==> config.mk <==
export PLATFORM = sky130hd
export DESIGN_NAME = wb_arbiter_flat
export DESIGN_NICKNAME = d
export VERILOG_FILES = /design/src/rtl/wb_arbiter_if.sv /design/src/rtl/wb_arbiter.sv /design/src/flat_wrapper.sv
export SDC_FILE = /design/constraint.sdc
export NUM_CORES = 1
export LEC_CHECK = 0
export ABC_AREA = 1
export CORE_MARGIN = 5
export CORE_UTILIZATION = 54
export CTS_CLUSTER_SIZE = 28
export DETAILED_ROUTE_END_ITERATION = 10
export PLACE_DENSITY = 0.86
export SYNTH_ARGS = -nofsm -noshare
export SYNTH_HDL_FRONTEND = slang
export SYNTH_SLANG_ARGS = --single-unit
export TNS_END_PERCENT = 100
==> constraint.sdc <==
create_clock -name clk -period 3.85 [get_ports clk]
set_input_delay 1.155 -clock clk [delete_from_list [all_inputs] [get_ports clk]]
set_output_delay 1.155 -clock clk [all_outputs]
set_load 0.005 [all_outputs]
==> src/rtl/wb_arbiter_if.sv <==
// wb_arbiter_if: execution-unit result requests in, single ROB writeback port out.
// rob_head exists only when WB_ARB_OLDEST_FIRST_EN is defined.
interface wb_arbiter_if #(
   parameter int REQ  = 4,
   parameter int DATA = 32,
   parameter int ROB  = 4,
   parameter int EXP  = 4
);
   logic                      flush_;
   logic [REQ-1:0]            req_e_;
   logic [REQ-1:0][ROB-1:0]   req_rd;
   logic [REQ-1:0][DATA-1:0]  req_data;
   logic [REQ-1:0]            req_exp_;
   logic [REQ-1:0][EXP-1:0]   req_exp_code;
   logic [REQ-1:0]            req_pred_miss_;
   logic [REQ-1:0]            req_jump_miss_;
   logic [REQ-1:0]            req_stall_;
   logic                      wb_e_;
   logic [ROB-1:0]            wb_rd;
   logic [DATA-1:0]           wb_data;
   logic                      wb_exp_;
   logic [EXP-1:0]            wb_exp_code;
   logic                      wb_pred_miss_;
   logic                      wb_jump_miss_;
`ifdef WB_ARB_OLDEST_FIRST_EN
   logic [ROB-1:0]            rob_head;
   modport slave (
      input  flush_, req_e_, req_rd, req_data, req_exp_, req_exp_code, req_pred_miss_, req_jump_miss_, rob_head,
      output req_stall_, wb_e_, wb_rd, wb_data, wb_exp_, wb_exp_code, wb_pred_miss_, wb_jump_miss_
   );
   modport master (
      output flush_, req_e_, req_rd, req_data, req_exp_, req_exp_code, req_pred_miss_, req_jump_miss_, rob_head,
      input  req_stall_, wb_e_, wb_rd, wb_data, wb_exp_, wb_exp_code, wb_pred_miss_, wb_jump_miss_
   );
`else
   modport slave (
      input  flush_, req_e_, req_rd, req_data, req_exp_, req_exp_code, req_pred_miss_, req_jump_miss_,
      output req_stall_, wb_e_, wb_rd, wb_data, wb_exp_, wb_exp_code, wb_pred_miss_, wb_jump_miss_
   );
   modport master (
      output flush_, req_e_, req_rd, req_data, req_exp_, req_exp_code, req_pred_miss_, req_jump_miss_,
      input  req_stall_, wb_e_, wb_rd, wb_data, wb_exp_, wb_exp_code, wb_pred_miss_, wb_jump_miss_
   );
`endif
endinterface

==> src/rtl/wb_arbiter.sv <==
// wb_arbiter: one holding slot per execution unit, round-robin onto the ROB writeback port.
// Define WB_ARB_OLDEST_FIRST_EN to grant the slot whose ROB id is nearest rob_head.
module wb_arbiter #(
   parameter int DATA      = 32,
   parameter int ROB_DEPTH = 16,
   parameter int ROB       = $clog2(ROB_DEPTH),
   parameter int REQ       = 4,
   parameter int EXP       = 4
) (
   input logic         clk,
   input logic         reset_,
   wb_arbiter_if.slave bus
);
   localparam int PW = REQ > 1 ? $clog2(REQ) : 1;
   logic [REQ-1:0]           vld, exp_q, pm_q, jm_q, stall, acc;
   logic [REQ-1:0][ROB-1:0]  rd_q;
   logic [REQ-1:0][DATA-1:0] data_q;
   logic [REQ-1:0][EXP-1:0]  code_q;
   logic [PW-1:0]            rr_ptr, gnt, idx;
   logic                     gnt_v, act;
`ifdef WB_ARB_OLDEST_FIRST_EN
   int                       dist, best;
`endif
   // scan starts at rr_ptr so the ring order doubles as the tie-breaker
   always_comb begin
      gnt   = rr_ptr;
      gnt_v = 1'b0;
      idx   = rr_ptr;
`ifdef WB_ARB_OLDEST_FIRST_EN
      dist  = 0;
      best  = 0;
      for (int k = 0; k < REQ; k++) begin
         idx  = PW'((int'(rr_ptr) + k) % REQ);
         dist = (int'(rd_q[idx]) - int'(bus.rob_head) + ROB_DEPTH) % ROB_DEPTH;
         if (vld[idx] && (!gnt_v || dist < best)) begin
            gnt   = idx;
            gnt_v = 1'b1;
            best  = dist;
         end
      end
`else
      for (int k = 0; k < REQ; k++) begin
         idx = PW'((int'(rr_ptr) + k) % REQ);
         if (vld[idx] && !gnt_v) begin
            gnt   = idx;
            gnt_v = 1'b1;
         end
      end
`endif
   end
   assign act = gnt_v & bus.flush_;
   always_comb begin
      stall = '1;
      for (int i = 0; i < REQ; i++)
         stall[i] = ~(vld[i] & bus.flush_ & ~(act & (gnt == PW'(i))));
   end
   assign acc                = ~bus.req_e_ & stall;
   assign bus.req_stall_     = stall;
   assign bus.wb_e_          = ~act;
   assign bus.wb_rd          = act ? rd_q[gnt]   : '0;
   assign bus.wb_data        = act ? data_q[gnt] : '0;
   assign bus.wb_exp_code    = act ? code_q[gnt] : '0;
   assign bus.wb_exp_        = act ? exp_q[gnt]  : 1'b1;
   assign bus.wb_pred_miss_  = act ? pm_q[gnt]   : 1'b1;
   assign bus.wb_jump_miss_  = act ? jm_q[gnt]   : 1'b1;
   // a granted slot refills in the same edge so a streaming requester sees no bubble
   always_ff @(posedge clk or negedge reset_) begin
      if (!reset_) begin
         vld    <= '0;
         rr_ptr <= '0;
         rd_q   <= '0;
         data_q <= '0;
         code_q <= '0;
         exp_q  <= '1;
         pm_q   <= '1;
         jm_q   <= '1;
      end else if (!bus.flush_) begin
         vld <= '0;
      end else begin
         if (act) rr_ptr <= PW'((int'(gnt) + 1) % REQ);
         for (int i = 0; i < REQ; i++) begin
            if (acc[i]) begin
               vld[i]    <= 1'b1;
               rd_q[i]   <= bus.req_rd[i];
               data_q[i] <= bus.req_data[i];
               code_q[i] <= bus.req_exp_code[i];
               exp_q[i]  <= bus.req_exp_[i];
               pm_q[i]   <= bus.req_pred_miss_[i];
               jm_q[i]   <= bus.req_jump_miss_[i];
            end else if (act && gnt == PW'(i)) begin
               vld[i] <= 1'b0;
            end
         end
      end
   end
endmodule

==> src/flat_wrapper.sv <==
// flat-port wrapper written by rule: the top's interface ports become plain ports
module wb_arbiter_flat 
#(
   parameter int DATA      = 32,
   parameter int ROB_DEPTH = 16,
   parameter int ROB       = $clog2(ROB_DEPTH),
   parameter int REQ       = 4,
   parameter int EXP       = 4
)
  (clk, reset_, bus_flush_, bus_req_e_, bus_req_rd, bus_req_data, bus_req_exp_, bus_req_exp_code, bus_req_pred_miss_, bus_req_jump_miss_, bus_req_stall_, bus_wb_e_, bus_wb_rd, bus_wb_data, bus_wb_exp_, bus_wb_exp_code, bus_wb_pred_miss_, bus_wb_jump_miss_);
  wb_arbiter_if #(.REQ(REQ), .DATA(DATA), .ROB(ROB), .EXP(EXP)) bus_i ();
  input logic clk;
  input logic reset_;
  input wire logic [$bits(bus_i.flush_)-1:0] bus_flush_;
  input wire logic [$bits(bus_i.req_e_)-1:0] bus_req_e_;
  input wire logic [$bits(bus_i.req_rd)-1:0] bus_req_rd;
  input wire logic [$bits(bus_i.req_data)-1:0] bus_req_data;
  input wire logic [$bits(bus_i.req_exp_)-1:0] bus_req_exp_;
  input wire logic [$bits(bus_i.req_exp_code)-1:0] bus_req_exp_code;
  input wire logic [$bits(bus_i.req_pred_miss_)-1:0] bus_req_pred_miss_;
  input wire logic [$bits(bus_i.req_jump_miss_)-1:0] bus_req_jump_miss_;
  output wire logic [$bits(bus_i.req_stall_)-1:0] bus_req_stall_;
  output wire logic [$bits(bus_i.wb_e_)-1:0] bus_wb_e_;
  output wire logic [$bits(bus_i.wb_rd)-1:0] bus_wb_rd;
  output wire logic [$bits(bus_i.wb_data)-1:0] bus_wb_data;
  output wire logic [$bits(bus_i.wb_exp_)-1:0] bus_wb_exp_;
  output wire logic [$bits(bus_i.wb_exp_code)-1:0] bus_wb_exp_code;
  output wire logic [$bits(bus_i.wb_pred_miss_)-1:0] bus_wb_pred_miss_;
  output wire logic [$bits(bus_i.wb_jump_miss_)-1:0] bus_wb_jump_miss_;
  assign bus_i.flush_ = bus_flush_;
  assign bus_i.req_e_ = bus_req_e_;
  assign bus_i.req_rd = bus_req_rd;
  assign bus_i.req_data = bus_req_data;
  assign bus_i.req_exp_ = bus_req_exp_;
  assign bus_i.req_exp_code = bus_req_exp_code;
  assign bus_i.req_pred_miss_ = bus_req_pred_miss_;
  assign bus_i.req_jump_miss_ = bus_req_jump_miss_;
  assign bus_req_stall_ = bus_i.req_stall_;
  assign bus_wb_e_ = bus_i.wb_e_;
  assign bus_wb_rd = bus_i.wb_rd;
  assign bus_wb_data = bus_i.wb_data;
  assign bus_wb_exp_ = bus_i.wb_exp_;
  assign bus_wb_exp_code = bus_i.wb_exp_code;
  assign bus_wb_pred_miss_ = bus_i.wb_pred_miss_;
  assign bus_wb_jump_miss_ = bus_i.wb_jump_miss_;
  wb_arbiter #(.DATA(DATA), .ROB_DEPTH(ROB_DEPTH), .ROB(ROB), .REQ(REQ), .EXP(EXP)) u_core (.clk(clk), .reset_(reset_), .bus(bus_i));
endmodule
==> qor.csv, run 1 <==
metric;value;unit
combinational share of power;0.652;
nets@finish;1712;
crit path DAT;2.74;ns
clk_skew;0.00991;ns
CTS buffer count;17;
fin area;0.0133;mm^2
clock power share;0.139;
Post-Place Cell Area;0.0117;mm^2
Crit path top cell by count;nand2_1;
DR iter-0 viols;1188;
Vias;9942;
initial core utilization;0.550;
fmax;257;MHz
Cell Area, Synth;0.00912;mm^2
vias per std cell;5.63;
kind of critical path;reg -> out;
gpl congestion;0.962;
Int Power;7.53;mW
final period utilization;1.01;
endpoint class of the critical path;output pin;
unrepaired setup endpoints after global routing;true;
Area Growth Syn to Fin;46.1;%
vias in the first global route;9734;
CTS tree;yes;
sequential power share;0.209;
Slowest Stage Delay on Critical Path;0.45;ns
Rows;47;
final-report hold violation count;0;
Remaining DRCs;0;
Die ar.;0.0196;mm^2
clock transition at the registers of the reported paths;0.07;ns
clock sinks;178;
share of the yosys chip area belonging to registers;0.490;
Routed Antenna Nets;0;
fin util;0.804;
leakage power;6.85;nW
Routed WL;34.1;mm
CTS Buffer Depth;2;
Syn Inst Count;1276;
outcome;finished, violations left;
Max Slew Vio Count;0;
delay-heaviest family, CP;simple AND/OR/NAND/NOR gates;
Power Density;1020;mW/mm^2
post-DP HPWL;20.6;mm
Syn Area/Cell;7.15;um^2
relative slew slack;0.497;
initial antenna violation count;0;
io pins;227;
Root Buffer;clkbuf_16;
Crit-path slowest cell;dfrtp_2;
Net Count, Synth;1455;
Worst setup SP type;flop;
Inserted Diodes;0;
worst-margin pin slew;0.754;ns
Final Critical Period;3.89;ns
yosys warns;0;
max cap viols;0;
failing checks;setup timing;
Die H;140;um
fraction of layout cells with a size suffix above 1;0.210;
setup TNS;-0.109;ns
TritonRoute pass-1 iters;5;
maximum fanout along the worst path;6;
peak supply drop;0.664;mV
flop and latch count out of synthesis;178;
first-pass GRT wire length;50.3;mm
# H-tree levels;4;
grt ovf;0;
CP bufs+invs;6;
IO Port Bufs;226;
Psw;6.10;mW
post-synth cell types;23;
critical-path cell list;buf_6 > nand2_1 > nand2_2 > nand2_2 > nand2_4 > nor2_2 > nand4_1 > nand2_4 > clkinv_8 > buf_12 > buf_12 > buf_8 > nand2_1 > nand2_1 > nand2_1 > a21oi_2 > buf_2;
Final Setup Violations;4;
Die Wd;140;um
Hold Crit Class;reg -> reg;
Tot GR Track Use;0.323;
largest net degree at the start of global routing;81;
Hold Buf Count CTS;0;
insertion delay to the later sink of the worst-skew pair;0.44;ns
switching share of total power;0.447;
wire per inst;19.3;um
register-to-register path setup slack;0.51;ns
worst endpoint required time;2.69;ns
core area;0.0166;mm^2
Final WS setup;-0.0402;ns
layout make-up:
cell class / instances / area [um^2]
clock buffer: 18 / 439
clock inverter: 14 / 199
fill: 1120 / 3260
inverter: 14 / 72.6
multi-input combinational: 1003 / 4560
sequential: 178 / 4470
tap: 220 / 275
timing repair buffer: 319 / 3310
repair_timing:
item,CTS,global route
resized for setup,165,150
buffers inserted,11,23
gates cloned,9,10
pin swaps,15,43
setup endpoints to repair,47,48
synthesized netlist by cell type (all sizes together):
| master | n | area share |
|---|---|---|
| o21bai | 1 | 0.00082 |
| dfrtp | 166 | 0.46 |
| nand3 | 193 | 0.11 |
| buf | 53 | 0.037 |
| o211ai | 1 | 0.00082 |
| a21oi | 40 | 0.022 |
| inv | 14 | 0.0060 |
| nand2 | 757 | 0.32 |
| dfstp | 12 | 0.035 |
| nor2 | 6 | 0.0027 |
| o21ai | 1 | 0.00096 |
| clkbuf | 28 | 0.012 |
| nand4 | 4 | 0.0041 |
worst reg2reg max path, delay by kind of cell, from the launching register on:
kind | cells | cell delay (ns)
buffers and inverters | 7 | 1.20
flip-flops | 1 | 0.43
AND/OR/NAND/NOR | 12 | 1.58
registers in the layout (all words and copies together), names as in the netlist:
| register | cells |
|---|---|
| u_core.pm_q | 4 |
| u_core.rd_q | 16 |
| u_core.vld | 4 |
| u_core.jm_q | 4 |
| u_core.code_q | 16 |
| u_core.data_q | 128 |
| u_core.exp_q | 4 |
| u_core.rr_ptr | 2 |
final timing paths:
| check | from | to | cells after the start |
|---|---|---|---|
| min reg2reg | u_core.jm_q[1] | u_core.jm_q[1] | 2 |
| min in group asynchronous | reset_ | u_core.data_q[105] | 1 |
| max | u_core.rr_ptr[0] | bus_wb_data[19] | 17 |
| min | u_core.jm_q[1] | u_core.jm_q[1] | 2 |
| max reg2reg | u_core.rr_ptr[0] | u_core.data_q[15] | 19 |
| max in group asynchronous | reset_ | u_core.data_q[20] | 2 |
power by group through the flow:
stage	clock network [mW]	registers, mW	logic [mW]
2_1_floorplan	0	2.73	3.37
3_3_place_gp	0	2.80	6.01
3_5_place_dp	0	2.82	6.06
4_1_cts	1.89	2.81	7.27
5_1_grt	1.98	2.91	9.42
6_report	1.90	2.85	8.88
kinds of logic (layout without fill, tap and decap cells):
logic type / count (synthesis) / in the layout / synth area share
AO/OA/AOI/OAI: 43 / 43 / 0.0246
AND/OR/NAND/NOR: 960 / 960 / 0.431
buffers and inverters: 95 / 365 / 0.0542
flip-flops: 178 / 178 / 0.490
placed cells by master, fill, tap and decap left out:
cell type,instances
nand4_2,2
inv_4,1
buf_4,49
inv_6,4
dfstp_2,12
nand2_2,77
nand3_1,185
dfrtp_2,2
nand3_2,8
clkinv_8,1
nand2_4,11
buf_8,1
clkdlybuf4s15_1,1
clkinv_4,2
a21oi_2,29
nand2_1,669
clkbuf_8,1
buf_2,30
dfrtp_1,164
buf_12,17
buf_6,9
nor2_4,3
inv_1,8
a21oi_4,1
clkbuf_16,27
nand4_1,2
o211ai_1,1
clkdlybuf4s50_1,178
inv_2,3
clkinv_2,1
dlygate4sd2_1,3
bufinv_16,4
clkbuf_2,14
clkinvlp_4,4
a21oi_1,10
buf_16,7
nor2_2,3
o21ai_4,1
o21bai_1,1
per-stage QoR:
step,instances,setup WS [ns],hold WS [ns],power (mW)
after floorplan,1276,0.790,0.442,6.10
after global placement,1682,-0.0654,0.451,8.81
after detailed placement,1682,-0.0667,0.454,8.89
after CTS,1734,-0.0348,0.463,12.0
after global routing,1766,-0.129,0.487,14.3
final,1766,-0.0402,0.462,13.6
layer usage:
layer	track usage	wire, um
met1	0.397	12700
met2	0.539	16600
met3	0.0791	3130
met4	0.153	1750
met5	0	0
Power figures use the tool's default switching activity.
==> run 2, diff against run 1 <==
Settings changed: HOLD_SLACK_MARGIN set to 0.08.
==> results of run 2 <==
Final layout, timing and power as in run 1 (identical DEF).
==> run 3, diff against run 2 <==
Settings changed: ABC_AREA 1 to unset, CORE_UTILIZATION 54 to 53.
==> run 3 against run 2 <==
  * Wire length decreased by 30%
  * Clock skew increased by 0.0041 ns
  * Sequential cell count unchanged
  * Sequential power increased by 6%
  * Largest power group unchanged
  * Highest routed layer is now met5
  * Critical path type unchanged
  * Area after synthesis decreased by 8.1%
  * The run now ends clean
  * Critical endpoint is now bus_req_stall_[0]
  * Synthesized cell count decreased by 53%
  * Utilization decreased by 5.8 points
  * Critical path depth decreased by 11
==> qor.csv, run 3 <==
metric;value;unit;change
outcome;finished, final reports clean;;was finished, violations left
main combinational cell family by area after synthesis;multiplexers;;was simple AND/OR/NAND/NOR gates
kind of critical path;reg -> out;;unchanged
reg2reg start;u_core.rr_ptr[1];;was u_core.rr_ptr[0]
share of the yosys chip area belonging to registers;0.533;;was 0.490
register-to-register path setup slack;1.03;ns;was 0.51 ns
worst endpoint required time;2.69;ns;about the same
leakage power;5.32;nW;was 6.85 nW
Worst setup SP type;flop;;unchanged
Routed WL;23.8;mm;was 34.1 mm
CTS tree;yes;;unchanged
Final Setup Violations;0;;was 4
maximum fanout along the worst path;9;;was 6
clock sinks;178;;unchanged
total area of sequential cells;0.00447;mm^2;about the same
Rows;46;;was 47
Hold Crit Class;reg -> reg;;unchanged
IO Port Bufs;226;;unchanged
EDFF count, synth;0;;unchanged
Tot GR Track Use;0.261;;was 0.323
synth top area cells;dfrtp_1 (50%), mux2_2 (18%), mux2i_1 (9.9%), mux2_4 (7.2%), dfstp_2 (3.8%);;was dfrtp_1 (46%), nand2_1 (31%), nand3_1 (10%), dfstp_2 (3.5%), a21oi_1 (2.2%)
Final Power;8.07;mW;was 13.6 mW
TritonRoute pass-1 iters;7;;was 5
worst-margin pin slew;0.724;ns;was 0.754 ns
endpoint class of the critical path;output pin;;unchanged
unrepaired setup endpoints after global routing;false;;was true
clock transition at the registers of the reported paths;0.07;ns;about the same
final hold slack;0.505;ns;was 0.462 ns
core area;0.0157;mm^2;was 0.0166 mm^2
flip-flop count of the largest register after layout;128;;unchanged
dpl ws;-0.526;ns;was -0.0667 ns
Die ar.;0.0184;mm^2;was 0.0196 mm^2
crit path DAT;2.63;ns;was 2.74 ns
synthesized-area fraction occupied by xor and xnor cells;0;;unchanged
Die H;136;um;was 140 um
simple logic cell fraction of the synthesized area;0.0228;;was 0.431
Net Count, Synth;774;;was 1455
Area Growth Syn to Fin;39.8;%;was 46.1%
Multi-input gate area;0.00370;mm^2;was 0.00456 mm^2
Remaining DRCs;0;;unchanged
Hold Buf Count CTS;0;;unchanged
initial core utilization;0.533;;was 0.550
Yosys top cell by area;dfrtp_1;;unchanged
final instance count without filler cells;1062;;was 1766
insertion delay to the later sink of the worst-skew pair;0.43;ns;was 0.44 ns
largest net degree at the start of global routing;77;;was 81
# H-tree levels;4;;unchanged
relative slew slack;0.517;;was 0.497
Reg-to-Reg End;u_core.data_q[86];;was u_core.data_q[15]
Final WS setup;0.0623;ns;was -0.0402 ns
CTS Buffer Depth;2;;unchanged
max cap viols;0;;unchanged
Syn Area/Cell;14.1;um^2;was 7.15 um^2
dpl cells;1021;;was 1682
initial antenna violation count;2;;was 0
nets@finish;1012;;was 1712
most common cell after layout, fill and taps aside;clkdlybuf4s50_1;;was nand2_1
Final Critical Period;3.79;ns;was 3.89 ns
gpl congestion;0.885;;was 0.962
Routed Antenna Nets;0;;unchanged
met3 WL post-DR;1.88;mm;was 3.13 mm
peak supply drop;0.416;mV;was 0.664 mV
complex-gate fraction of the synthesized area;0.0603;;was 0.0246
wire per inst;22.4;um;was 19.3 um
Crit. Startpoint;u_core.vld[3];;was u_core.rr_ptr[0]
Post-synth ARST share;1.00;;unchanged
Power Density;689;mW/mm^2;was 1020 mW/mm^2
largest registers;u_core.data_q (128), u_core.code_q (16), u_core.rd_q (16);;unchanged
vias in the first global route;6731;;was 9734
Routed met1 length;9.38;mm;was 12.7 mm
Synth top area share;0.496;;was 0.455
grt ovf;0;;unchanged
fraction of layout cells with a size suffix above 1;0.323;;was 0.210
final period utilization;0.984;;was 1.01
Post-Synth Adder-Cell Area;0;;unchanged
flop and latch count out of synthesis;178;;unchanged
post-DP HPWL;16.5;mm;was 20.6 mm
Cell Area, Synth;0.00838;mm^2;was 0.00912 mm^2
Worst R2R Path Depth;7;;was 19
count leader, synth;dfrtp_1;;was nand2_1
Max Slew Vio Count;0;;unchanged
final-report hold violation count;0;;unchanged
metal2 WL;11.8;mm;was 16.6 mm
Die Wd;136;um;was 140 um
top_reg_cell synth;dfrtp_1;;unchanged
Most flops, register;u_core.data_q;;unchanged
Root Buffer;clkbuf_16;;unchanged
Syn Inst Count;595;;was 1276
Vias;5987;;was 9942
first-pass GRT wire length;36.7;mm;was 50.3 mm
fillers;1003;;was 1120
fmax;264;MHz;was 257 MHz
DR iter-0 viols;336;;was 1188
termination of the worst setup path;bus_req_stall_[0];;was bus_wb_data[19]
Synth top cells by count;dfrtp_1 (166), mux2_2 (132), mux2i_1 (83);;was nand2_1 (743), nand3_1 (191), dfrtp_1 (166)
post-synth cell types;39;;was 23
io pins;227;;unchanged
vias per std cell;5.64;;was 5.63
post-synthesis mux area share;0.348;;was 0
CTS buffer count;17;;unchanged
most frequent cells in the layout;clkdlybuf4s50_1 (181), dfrtp_1 (163), mux2_2 (132), mux2i_1 (83);;was nand2_1 (669), nand3_1 (185), clkdlybuf4s50_1 (178), dfrtp_1 (164), nand2_2 (77)
yosys warns;0;;unchanged
setup TNS;0;ns;was -0.109 ns
clk_skew;0.0140;ns;was 0.00991 ns
highest routed layer;met5;;was met4
==> run 3: cell count changes in the layout (fill, tap and decap cells not counted), sizes merged, moves of 9 or more <==
| cell | delta |
|---|---|
| clkbuf | -22 |
| nand3 | -188 |
| mux2 | +172 |
| o22ai | +41 |
| mux2i | +83 |
| o21ai | +10 |
| dlygate4sd2 | +37 |
| buf | -77 |
| nand2 | -741 |
| a21oi | -34 |
| inv | -9 |
==> run 3: cell families (layout without fill, tap and decap cells) <==
logic type	Yosys count	after routing
buffers and inverters	47	297
multiplexers	255	255
AO/OA/AOI/OAI	76	76
AND/OR/NAND/NOR	39	39
flip-flops	178	178
other	0	1
==> run 3: per-layer routing <==
layer	GRT usage	vias to the layer above
met5	0	-
met4	0.110	2
met3	0.0791	52
met2	0.436	251
met1	0.316	3017
li1	-	2665
==> run 3: layout make-up <==
type | count | share of cell area
clock inverters | 11 | 0.0148
diodes | 1 | 0.000214
inverters | 5 | 0.00160
well taps | 216 | 0.0231
multi-input cells | 370 | 0.315
repair buffers | 261 | 0.223
clock buffers | 20 | 0.0398
flip-flops and latches | 178 | 0.382
==> run 3: power by group <==
part	switching [mW]	internal, mW
clock network	0.737	1.14
registers	0.436	2.59
logic	1.37	1.80
total	2.54	5.53
==> run 3: worst min path at each step <==
stage                       start            endpoint  slack [ns]  depth (start not counted)
2_1_floorplan   u_core.code_q[15]   u_core.code_q[15]        0.48                          1
3_3_place_gp      u_core.rd_q[15]     u_core.rd_q[15]        0.49                          1
3_5_place_dp   u_core.data_q[100]  u_core.data_q[100]        0.49                          1
4_1_cts         u_core.data_q[32]   u_core.data_q[32]        0.51                          1
5_1_grt         u_core.data_q[58]   u_core.data_q[58]        0.52                          1
6_report        u_core.code_q[11]   u_core.code_q[11]        0.50                          1
==> run 3: through the flow <==
stage	utilization	area, um^2
final	0.746	11700
after global routing	0.746	11700
after CTS	0.744	11700
after detailed placement	0.694	10900
after global placement	0.694	10900
after floorplan	-	8380
==> run 3: critical path, stage by stage, from the launching register on <==
cell and delay (ns):
dfrtp_1 0.43, buf_4 0.19, or3_1 0.35, nand4_1 0.23, nand2_2 0.16, o211ai_1 0.28
clkdlybuf4s50_1 0.58
==> run 3: timing repair <==
| item | in CTS | in global routing |
|---|---|---|
| setup endpoints to repair | 44 | 22 |
| cloned | 3 | 0 |
| pin swaps | 0 | 1 |
| buffers inserted | 5 | 1 |
| resized for setup | 72 | 7 |
